### config.mk
export PLATFORM = sky130hd
export DESIGN_NAME = arbitro_memoria_dados
export DESIGN_NICKNAME = d
export VERILOG_FILES = /design/src/rtl/arbitro_memoria_dados_pkg.sv /design/src/rtl/arbitro_memoria_dados_rr.sv /design/src/rtl/arbitro_memoria_dados.sv
export SDC_FILE = /design/constraint.sdc
export NUM_CORES = 1
export LEC_CHECK = 0
export CORE_UTILIZATION = 46
export CTS_CLUSTER_SIZE = 24
export DETAILED_ROUTE_END_ITERATION = 7
export GPL_TIMING_DRIVEN = 0
export PLACE_DENSITY = 0.85
export SLEW_MARGIN = 20
export SYNTH_ARGS = -nofsm -noshare
export SYNTH_HDL_FRONTEND = slang
export SYNTH_HIERARCHICAL = 1
export SYNTH_SLANG_ARGS = --single-unit
export TNS_END_PERCENT = 10
### constraint.sdc
create_clock -name Clock -period 7.5 [get_ports Clock]
set_clock_uncertainty 0.2 [all_clocks]
set_input_delay 1.5 -clock Clock [delete_from_list [all_inputs] [get_ports Clock]]
set_output_delay 1.5 -clock Clock [all_outputs]
set_load 0.05 [all_outputs]
### src/rtl/arbitro_memoria_dados_pkg.sv
// ---------------------------------------------------------------------------
// arbitro_memoria_dados_pkg
// Shared definitions for the data-memory arbiter:
//   - state_t   : FSM encoding (IDLE / ACCESS / RESP)
//   - PORT_CPU  : index of port 0 (nRisc core)
//   - PORT_HOST : index of port 1 (host / loader)
//   - other_port: returns the index of the opposite requester
// ---------------------------------------------------------------------------
package arbitro_memoria_dados_pkg;

    typedef enum logic [1:0] {
        IDLE   = 2'b00,
        ACCESS = 2'b01,
        RESP   = 2'b10
    } state_t;

    localparam logic PORT_CPU  = 1'b0;
    localparam logic PORT_HOST = 1'b1;

    function automatic logic other_port(input logic p);
        return ~p;
    endfunction

endpackage

### src/rtl/arbitro_memoria_dados_rr.sv
// ---------------------------------------------------------------------------
// arbitro_rr
// Two-way round-robin pick, purely combinational.
// Ports:
//   req0, req1 : in  request lines (already masked by the caller)
//   last       : in  index of the port served most recently
//   valid      : out at least one request present
//   winner     : out index of the granted port (meaningful when valid)
// A lone requester always wins; on a tie the port not served last wins.
// ---------------------------------------------------------------------------
module arbitro_rr
    import arbitro_memoria_dados_pkg::*;
(
    input  logic req0,
    input  logic req1,
    input  logic last,
    output logic valid,
    output logic winner
);

    always_comb begin
        valid  = req0 | req1;
        winner = PORT_CPU;
        if (req0 && req1) begin
            winner = other_port(last);
        end else if (req1) begin
            winner = PORT_HOST;
        end
    end

endmodule

### src/rtl/arbitro_memoria_dados.sv
// ---------------------------------------------------------------------------
// arbitro_memoria_dados
// Arbitrates two requesters (port 0 = nRisc core, port 1 = host/loader)
// onto a single synchronous data memory (MemoriaDados).
//
// Ports:
//   Clock, Reset               : single clock, async active-low reset
//   req0/we0/addr0/wdata0      : port 0 request (held until ack0)
//   ack0, rdata0               : port 0 one-cycle completion pulse, read data
//   req1/we1/addr1/wdata1      : port 1 request (held until ack1)
//   ack1, rdata1               : port 1 completion pulse, read data
//   Endereco, DadoEscr         : memory address / write data (last latched)
//   MemWrite, MemRead          : memory strobes, only active in ACCESS
//   DadoLido                   : memory read data, valid in RESP
//   cpu_stall                  : port 0 waiting (req0 without ack0)
//   busy                       : an access is in flight (ACCESS or RESP)
//   owner                      : index of the port owning the current access
//   gnt_cnt0, gnt_cnt1         : wrapping 8-bit ack counters per port
//
// state  | meaning
// -------+----------------------------------------------------------
// IDLE   | no access in flight; latch a winner on any req
// ACCESS | strobe memory with the latched request
// RESP   | ack the owner, capture read data, chain the other port
// ---------------------------------------------------------------------------
module arbitro_memoria_dados
    import arbitro_memoria_dados_pkg::*;
#(
    parameter int ADDR_W = 8,
    parameter int DATA_W = 8
) (
    input  logic              Clock,
    input  logic              Reset,

    input  logic              req0,
    input  logic              we0,
    input  logic [ADDR_W-1:0] addr0,
    input  logic [DATA_W-1:0] wdata0,
    output logic              ack0,
    output logic [DATA_W-1:0] rdata0,

    input  logic              req1,
    input  logic              we1,
    input  logic [ADDR_W-1:0] addr1,
    input  logic [DATA_W-1:0] wdata1,
    output logic              ack1,
    output logic [DATA_W-1:0] rdata1,

    output logic [ADDR_W-1:0] Endereco,
    output logic [DATA_W-1:0] DadoEscr,
    output logic              MemWrite,
    output logic              MemRead,
    input  logic [DATA_W-1:0] DadoLido,

    output logic              cpu_stall,
    output logic              busy,
    output logic              owner,
    output logic [7:0]        gnt_cnt0,
    output logic [7:0]        gnt_cnt1
);

    state_t              state_q,  state_d;
    logic                owner_q,  owner_d;
    logic                last_q,   last_d;
    logic                we_q,     we_d;
    logic [ADDR_W-1:0]   addr_q,   addr_d;
    logic [DATA_W-1:0]   wdata_q,  wdata_d;
    logic [DATA_W-1:0]   rdata0_q, rdata0_d;
    logic [DATA_W-1:0]   rdata1_q, rdata1_d;
    logic [7:0]          cnt0_q,   cnt0_d;
    logic [7:0]          cnt1_q,   cnt1_d;

    logic                rr_req0;
    logic                rr_req1;
    logic                rr_last;
    logic                rr_valid;
    logic                rr_winner;

    // Only IDLE and RESP may latch a new request. In RESP the owner has
    // just been served, so only the other port competes; the pick then
    // degenerates to the single remaining requester.
    always_comb begin
        rr_req0 = 1'b0;
        rr_req1 = 1'b0;
        rr_last = last_q;
        case (state_q)
            IDLE: begin
                rr_req0 = req0;
                rr_req1 = req1;
            end
            RESP: begin
                rr_req0 = req0 & (owner_q != PORT_CPU);
                rr_req1 = req1 & (owner_q != PORT_HOST);
                rr_last = owner_q;
            end
            default: begin
                rr_req0 = 1'b0;
                rr_req1 = 1'b0;
            end
        endcase
    end

    arbitro_rr u_rr (
        .req0   (rr_req0),
        .req1   (rr_req1),
        .last   (rr_last),
        .valid  (rr_valid),
        .winner (rr_winner)
    );

    always_comb begin
        state_d  = state_q;
        owner_d  = owner_q;
        last_d   = last_q;
        we_d     = we_q;
        addr_d   = addr_q;
        wdata_d  = wdata_q;
        rdata0_d = rdata0_q;
        rdata1_d = rdata1_q;
        cnt0_d   = cnt0_q;
        cnt1_d   = cnt1_q;

        case (state_q)
            IDLE: begin
                if (rr_valid) begin
                    state_d = ACCESS;
                end
            end

            ACCESS: begin
                state_d = RESP;
            end

            RESP: begin
                last_d = owner_q;
                if (owner_q == PORT_CPU) begin
                    cnt0_d = cnt0_q + 8'd1;
                    if (!we_q) begin
                        rdata0_d = DadoLido;
                    end
                end else begin
                    cnt1_d = cnt1_q + 8'd1;
                    if (!we_q) begin
                        rdata1_d = DadoLido;
                    end
                end
                state_d = rr_valid ? ACCESS : IDLE;
            end

            default: begin
                state_d = IDLE;
            end
        endcase

        // Shared latch path for both IDLE and back-to-back RESP grants.
        if ((state_q == IDLE || state_q == RESP) && rr_valid) begin
            owner_d = rr_winner;
            if (rr_winner == PORT_HOST) begin
                we_d    = we1;
                addr_d  = addr1;
                wdata_d = wdata1;
            end else begin
                we_d    = we0;
                addr_d  = addr0;
                wdata_d = wdata0;
            end
        end
    end

    always_ff @(posedge Clock or negedge Reset) begin
        if (!Reset) begin
            state_q  <= IDLE;
            owner_q  <= PORT_CPU;
            last_q   <= PORT_HOST;   // port 0 wins the first tie
            we_q     <= 1'b0;
            addr_q   <= '0;
            wdata_q  <= '0;
            rdata0_q <= '0;
            rdata1_q <= '0;
            cnt0_q   <= 8'd0;
            cnt1_q   <= 8'd0;
        end else begin
            state_q  <= state_d;
            owner_q  <= owner_d;
            last_q   <= last_d;
            we_q     <= we_d;
            addr_q   <= addr_d;
            wdata_q  <= wdata_d;
            rdata0_q <= rdata0_d;
            rdata1_q <= rdata1_d;
            cnt0_q   <= cnt0_d;
            cnt1_q   <= cnt1_d;
        end
    end

    // All outputs decode from registered state, so the async reset clears
    // strobes and acks without waiting for a clock edge.
    assign ack0      = (state_q == RESP) && (owner_q == PORT_CPU);
    assign ack1      = (state_q == RESP) && (owner_q == PORT_HOST);
    assign MemWrite  = (state_q == ACCESS) &&  we_q;
    assign MemRead   = (state_q == ACCESS) && !we_q;
    assign Endereco  = addr_q;
    assign DadoEscr  = wdata_q;
    assign rdata0    = rdata0_q;
    assign rdata1    = rdata1_q;
    assign cpu_stall = req0 & ~ack0;
    assign busy      = (state_q == ACCESS) || (state_q == RESP);
    assign owner     = owner_q;
    assign gnt_cnt0  = cnt0_q;
    assign gnt_cnt1  = cnt1_q;

endmodule

==> results of run 1 <==
-- layer usage --
layer  track usage, %  share of wire, %  vias to the layer above
met4             5.66              0.90                        0
met2             31.4                48                       77
li1                 -                 -                      881
met1             26.5                43                      830
met3             7.59               8.6                        4
met5                0                 0                        -
-- sequential cells by signal, indices dropped and copies added, names as in the netlist --
register / cells
gnt_cnt0: 8
owner: 1
Endereco: 8
we_q: 1
rdata1: 8
DadoEscr: 8
last_q: 1
gnt_cnt1: 8
rdata0: 8
state_q: 2
-- cell usage in the layout (no fill, tap or decap), types with 2 or more instances in the layout --
cell and count:
buf_2 3, dfrtp_1 52, mux2_2 12, clkbuf_8 6, clkdlybuf4s50_1 99, o21ai_0 19, clkbuf_1 3, nor2b_1 6
nand2_1 25, and3_1 3, mux2_4 8, nand4_1 4, buf_4 3, ha_1 8, o31ai_1 2, xor2_1 3
a21oi_1 2, mux2i_1 17, inv_1 4, xnor2_1 11
-- path summary, 6_finish.rpt --
kind / cells after the start / slack [ns] / start / end
worst min register to register: 2 / 0.28 / Endereco[0] / Endereco[0]
worst max-delay path: 3 / 2.91 / req0 / cpu_stall
max in group asynchronous: 1 / 5.65 / Reset / rdata1[6]
min in group asynchronous: 1 / 1.02 / Reset / gnt_cnt0[5]
worst max register to register: 10 / 4.62 / state_q[0] / DadoEscr[4]
worst min-delay path: 2 / 0.28 / Endereco[0] / Endereco[0]
-- worst reg2reg max path, cell delays in order, from the launching register on --
cell and delay [ns]:
dfrtp_1 0.41, inv_1 0.11, ha_1 0.29, nor2b_1 0.16, buf_4 0.17, a21oi_1 0.15
nor2b_1 0.07, or2_1 0.27, o21ai_1 0.34, clkbuf_1 0.38, o21ai_0 0.19
-- final cells by class --
| class | instances | area [sq um] | area share [%] |
|---|---|---|---|
| inverter | 4 | 15.0 | 0.416 |
| sequential | 53 | 1330 | 36.8 |
| buffer | 8 | 48.8 | 1.35 |
| tap | 67 | 83.8 | 2.32 |
| timing repair buffer | 100 | 998 | 27.6 |
| clock buffer | 7 | 86.3 | 2.39 |
| multi-input combinational | 131 | 1020 | 28.3 |
| clock inverter | 1 | 30.0 | 0.831 |
-- per-stage QoR --
step	std cells	power (mW)	worst slack (ns)	util (%)
2_1_floorplan	196	1.18	3.59	-
3_3_place_gp	363	1.51	2.91	71.7
3_5_place_dp	363	1.53	2.91	71.6
4_1_cts	371	1.72	2.91	74.0
5_1_grt	371	1.81	2.85	74.0
6_report	371	1.71	2.91	74.0
-- power by group --
| group | internal, mW | leakage [nW] | total [mW] | switching, mW |
|---|---|---|---|---|
| registers | 0.407 | 0.660 | 0.488 | 0.0818 |
| clock network | 0.109 | 0.0585 | 0.195 | 0.0861 |
| logic | 0.378 | 0.853 | 1.03 | 0.648 |
-- cells by family (layout without fill, tap and decap cells) --
family          after synthesis  count (layout)
flops                        53              53
simple gates                 47              47
mux                          37              37
compound gates               25              25
xor+xnor                     14              14
buf+inv                      12             120
fa+ha+maj                     8               8
==> PnR_summary.wiki, run 1 <==
{| class="wikitable"
! Metric !! Value
|-
| Status || complete, no violations
|-
| Worst Max-Slew Pin Slew || around 0.64 ns
|-
| First-pass GRT wire length || 8.37 mm
|-
| Final Hold Viols || 0
|-
| Maximum clock insertion buffer count || 2
|-
| Total non-filler cell area in the finished layout || ~0.0036 sq mm
|-
| Setup-failing EPs final || 0
|-
| Main combinational cell family by area after synthesis || multiplexers
|-
| Stage delay of the slowest cell on the critical path || 0.80 ns
|-
| Share of cell area taken by muxes after synthesis || 17.6%
|-
| Crit path buf inv count || 2
|-
| Top achievable clock speed || 0.218 GHz
|-
| Adder and majority cell fraction of the synthesized area || 4.15%
|-
| Yosys warnings || 6
|-
| Die X || 74.4 um
|-
| Power Density || 473 mW/mm^2
|-
| Signed area change from the synthesized netlist to the final layout || 49.7%
|-
| Clock Pin Slew Worst Setup and Hold Paths || 0.09 ns
|-
| Total wire length || 5.11 mm
|-
| Worst EP required || between 5 and 6 ns
|-
| Total of fill cells in the finished design || 372
|-
| Vias/cell || 4.83
|-
| Max stage delay cell, worst path || clkdlybuf4s50_1
|-
| First DRT Iteration DRCs || 64
|-
| Number of clock sinks || 53
|-
| VDD IR-drop max || 261 uV
|-
| Number of CTS-inserted buffers || 5
|-
| Vias in the first global route || 1759
|-
| Normalized max-slew margin || 57.1%
|-
| Total of flip-flops plus latches after synthesis || 53
|-
| Number of buffers added on ports || 100
|-
| Total routing usage reported by global routing || 20.2%
|-
| Min cycle time layout || 4.59 ns
|-
| Worst path arrival time || 2.89 ns
|-
| Fin crit share || between 60% and 70%
|-
| Clock Latency Late Sink || about 0.29 ns
|-
| Leftover overflow at the end of global routing || 0
|-
| Placeable core area || 0.00488 sq mm
|-
| Remaining antenna violation count || 0
|-
| Yosys top cell by area || dfrtp_1
|-
| Half-perimeter wire length after detailed placement || 3.89 mm
|-
| Max cap viols || 0
|-
| Aggregate negative setup slack || 0 ns
|-
| Routed len/inst || 13.8 um
|-
| Number of primary I/O pins || between 100 and 150
|-
| Fraction of synthesized cell area taken by the top area cell type || 53.9%
|-
| Final count of pins violating max slew || 0
|-
| Area contributors post-synth || dfrtp_1 54%, mux2i_1 7.1%, mux2_2 5.6%
|-
| Clock Tree Root || clkbuf_8
|-
| Final estimated routing congestion in global placement || 0.831
|-
| Cell family with the largest share of critical-path delay || buffers and inverters
|-
| RSZ-0062 raised after global routing || false
|-
| Hold/Removal Path Class || register to register
|-
| Placed Instance Area || 0.00350 sq mm
|-
| Net total in the final layout || 357
|-
| Largest net degree at the start of global routing || 54
|-
| Share of post-route cells with drive strength above 1 || 11.8%
|-
| Buffers inserted by post-CTS timing repair || 0
|-
| Share of flip-flops with an asynchronous set or reset || 100%
|-
| Quantity of hold-fixing buffers added after cts || 0
|-
| H-tree levels || 2
|-
| Initial antenna violation count || 0
|-
| CTS tree || built
|-
| List of most frequent post-synthesis cells || 52 x dfrtp_1, 25 x nand2_1, 19 x o21ai_0
|-
| Cells along the critical path || clkdlybuf4s50_1 -> nor2b_1 -> clkdlybuf4s50_1
|-
| Type of element capturing the critical path || output port
|-
| Die Ht || 74.4 um
|-
| DR DRC count || 0
|-
| Kind of start point of the critical path || primary input
|-
| Parity-gate share of the synthesized area counting xor and xnor cells || around 5%
|-
| Instance count of the mapped netlist || 196
|-
| Simple-gate portion of the synthesized area || 10.0%
|-
| Setup CP Type || primary input to output port
|-
| Mean Syn Cell Area || 12.3 sq um
|-
| Number of diodes || 0
|-
| P_leak || 1.57 nW
|-
| Effective utilization at floorplan || 49.5%
|-
| Net count of the mapped netlist || 250
|-
| First-pass iteration count of the detailed router || 6
|-
| Resized cells post-CTS || 0
|-
| Number of library cell types mapped by synthesis || 31
|-
| Post-synthesis compound-gate area fraction || 5.50%
|-
| Cell area after synthesis || 0.00241 sq mm
|-
| Dominant cell by count in the synthesized netlist || dfrtp_1
|-
| Most frequent CP cell || clkdlybuf4s50_1
|-
| Total via count in the routed design || 1792
|-
| Most frequently used flop master after synthesis || dfrtp_1
|-
| Number of flops mapped to enable cells by yosys || 0
|-
| DIE AREA || 0.00554 sq mm
|-
| Crit Path Max Fanout || 2
|-
| Seq/Total Area, Yosys || 55.0%
|-
| Final-layout worst hold slack || 0.283 ns
|-
| Floorplan row count || 25
|}
Power figures use the tool's default switching activity.
==> run 2: changes to the inputs <==
--- a/config.mk
+++ b/config.mk
@@ -5,11 +5,11 @@
 export SDC_FILE = /design/constraint.sdc
 export NUM_CORES = 1
 export LEC_CHECK = 0
-export CORE_UTILIZATION = 46
+export CORE_UTILIZATION = 43
 export CTS_CLUSTER_SIZE = 24
 export DETAILED_ROUTE_END_ITERATION = 7
 export GPL_TIMING_DRIVEN = 0
-export PLACE_DENSITY = 0.85
+export PLACE_DENSITY = 0.81
 export SLEW_MARGIN = 20
 export SYNTH_ARGS = -nofsm -noshare
 export SYNTH_HDL_FRONTEND = slang
==> constraint.sdc (replaced) <==
create_clock -name Clock -period 4.6 [get_ports Clock]
set_clock_uncertainty 0.2 [all_clocks]
set_input_delay 0.92 -clock Clock [delete_from_list [all_inputs] [get_ports Clock]]
set_output_delay 0.92 -clock Clock [all_outputs]
set_load 0.05 [all_outputs]
==> PnR_summary.wiki, run 2 (synthesis results as in run 1) <==
{| class="wikitable"
! Metric !! Value
|-
| Status || complete, no violations
|-
| Number of primary I/O pins || 101
|-
| Post-Place Cells || 366
|-
| Total routing usage reported by global routing || about a fifth
|-
| Number of clock sinks || 53
|-
| Total non-filler cell area in the finished layout || between 0.003 and 0.004 sq mm
|-
| Number of CTS-inserted buffers || 5
|-
| Die Ht || 76.9 um
|-
| Setup-failing EPs final || 0
|-
| Worst path arrival time || ~2.3 ns
|-
| Buffers inserted by post-CTS timing repair || 0
|-
| Setup CP Type || register to output port
|-
| Share of post-route cells with drive strength above 1 || 11.8%
|-
| Net total in the final layout || 357
|-
| Min cycle time layout || 3.45 ns
|-
| Quantity of hold-fixing buffers added after cts || 0
|-
| CTS tree || built
|-
| Reg2reg path depth || 10
|-
| Stage delay of the slowest cell on the critical path || 0.81 ns
|-
| Signed area change from the synthesized netlist to the final layout || 49.8%
|-
| Worst Max-Slew Pin Slew || 0.649 ns
|-
| Clock Tree Root || clkbuf_8
|-
| P_leak || 1.57 nW
|-
| Top achievable clock speed || 0.290 GHz
|-
| Launch point of the worst hold path || gnt_cnt0[7]
|-
| RR Endpoint || Endereco[3]
|-
| H-tree levels || 2
|-
| Vias in the first global route || ~1800
|-
| Max cap viols || 0
|-
| Final Hold Viols || 0
|-
| Largest net degree at the start of global routing || 54
|-
| Clock Pin Slew Worst Setup and Hold Paths || 0.09 ns
|-
| Die X || slightly below 80 um
|-
| Final estimated routing congestion in global placement || 0.748
|-
| First DRT Iteration DRCs || 55
|-
| Resized cells post-CTS || 0
|-
| Crit Path Max Fanout || 9
|-
| Total wire length || 5.11 mm
|-
| Effective utilization at floorplan || 45.8%
|-
| Power Density || 770 mW/mm^2
|-
| Total via count in the routed design || between 1500 and 2000
|-
| Clock Latency Late Sink || 0.30 ns
|-
| Leftover overflow at the end of global routing || 0
|-
| First-pass iteration count of the detailed router || 4
|-
| RSZ-0062 raised after global routing || false
|-
| Cell family with the largest share of critical-path delay || buffers and inverters
|-
| Beginning of the worst register-to-register path || state_q[0]
|-
| Type of element capturing the critical path || output port
|-
| Floorplan row count || 26
|-
| Most common cell after layout, fill and taps aside || clkdlybuf4s50_1
|-
| Number of buffers added on ports || 100
|-
| Commonest cells after routing, fill and taps aside || 99 x clkdlybuf4s50_1, 52 x dfrtp_1, 25 x nand2_1
|-
| Crit path buf inv count || 3
|-
| DIE AREA || 0.00592 sq mm
|-
| Cells along the critical path || inv_1 -> ha_1 -> nor2b_1 -> buf_4 -> nor2b_1 -> clkdlybuf4s50_1
|-
| Fin crit share || between 70% and 80%
|-
| Vias/cell || 4.89
|-
| Hold/Removal Path Class || register to register
|-
| Cell depth of the worst setup path || 6
|-
| Number of standard cells in the final layout excluding fillers || around 370
|-
| VDD IR-drop max || ~380 uV
|-
| Max stage delay cell, worst path || clkdlybuf4s50_1
|-
| Aggregate negative setup slack || 0 ns
|-
| Final count of pins violating max slew || 0
|-
| Normalized max-slew margin || 56.7%
|-
| Hold Path Cell Cnt || 1
|-
| Initial antenna violation count || 0
|-
| Most frequent CP cell || nor2b_1
|-
| Placed Instance Area || 0.00350 sq mm
|-
| R2r setup slk || 1.76 ns
|-
| Worst EP required || 3.48 ns
|-
| Kind of start point of the critical path || register
|-
| Placeable core area || about 0.0053 sq mm
|-
| Worst hold path endpoint || gnt_cnt0[7]
|-
| First-pass GRT wire length || about 8.6 mm
|-
| Number of diodes || 0
|-
| Maximum clock insertion buffer count || 2
|-
| Remaining antenna violation count || 0
|-
| Half-perimeter wire length after detailed placement || between 3 and 4 mm
|-
| Routed len/inst || around 14 um
|-
| DR DRC count || 0
|}
run 2: final cells by class:
class	instances	area [sq um]
tap	70	87.6
inverter	4	15.0
timing repair buffer	100	998
clock inverter	1	30.0
multi-input combinational	131	1020
buffer	8	48.8
sequential	53	1330
clock buffer	7	86.3
fill	441	1650
run 2: report_power, final:
group	total [mW]	internal, mW	switching, mW
Sequential	0.797	0.663	0.135
Clock	0.321	0.177	0.144
Combinational	1.67	0.616	1.05
run 2: how the worst max path moves through the flow:
stage,startpoint,end,slack [ns]
2_1_floorplan,owner,cpu_stall,1.65
3_3_place_gp,Reset,Endereco[1],0.85
3_5_place_dp,req0,cpu_stall,1.16
4_1_cts,state_q[0],cpu_stall,1.12
5_1_grt,state_q[0],cpu_stall,1.03
6_report,state_q[0],cpu_stall,1.15
run 2: through the flow:
step	setup slack (ns)	hold slack [ns]	total power, mW	utilization [%]
after floorplan	1.65	0.350	1.92	-
after global routing	1.03	0.287	2.93	68.6
after detailed placement	1.16	0.265	2.49	66.4
after global placement	0.848	0.261	2.45	66.5
final	1.15	0.272	2.78	68.6
after CTS	1.12	0.278	2.81	68.6
run 2: layer usage:
layer  global-route usage [%]  wire length [um]
met1                     23.9              2230
met2                     30.8              2500
met3                     5.60               327
met4                     4.62                51
met5                        0                 0
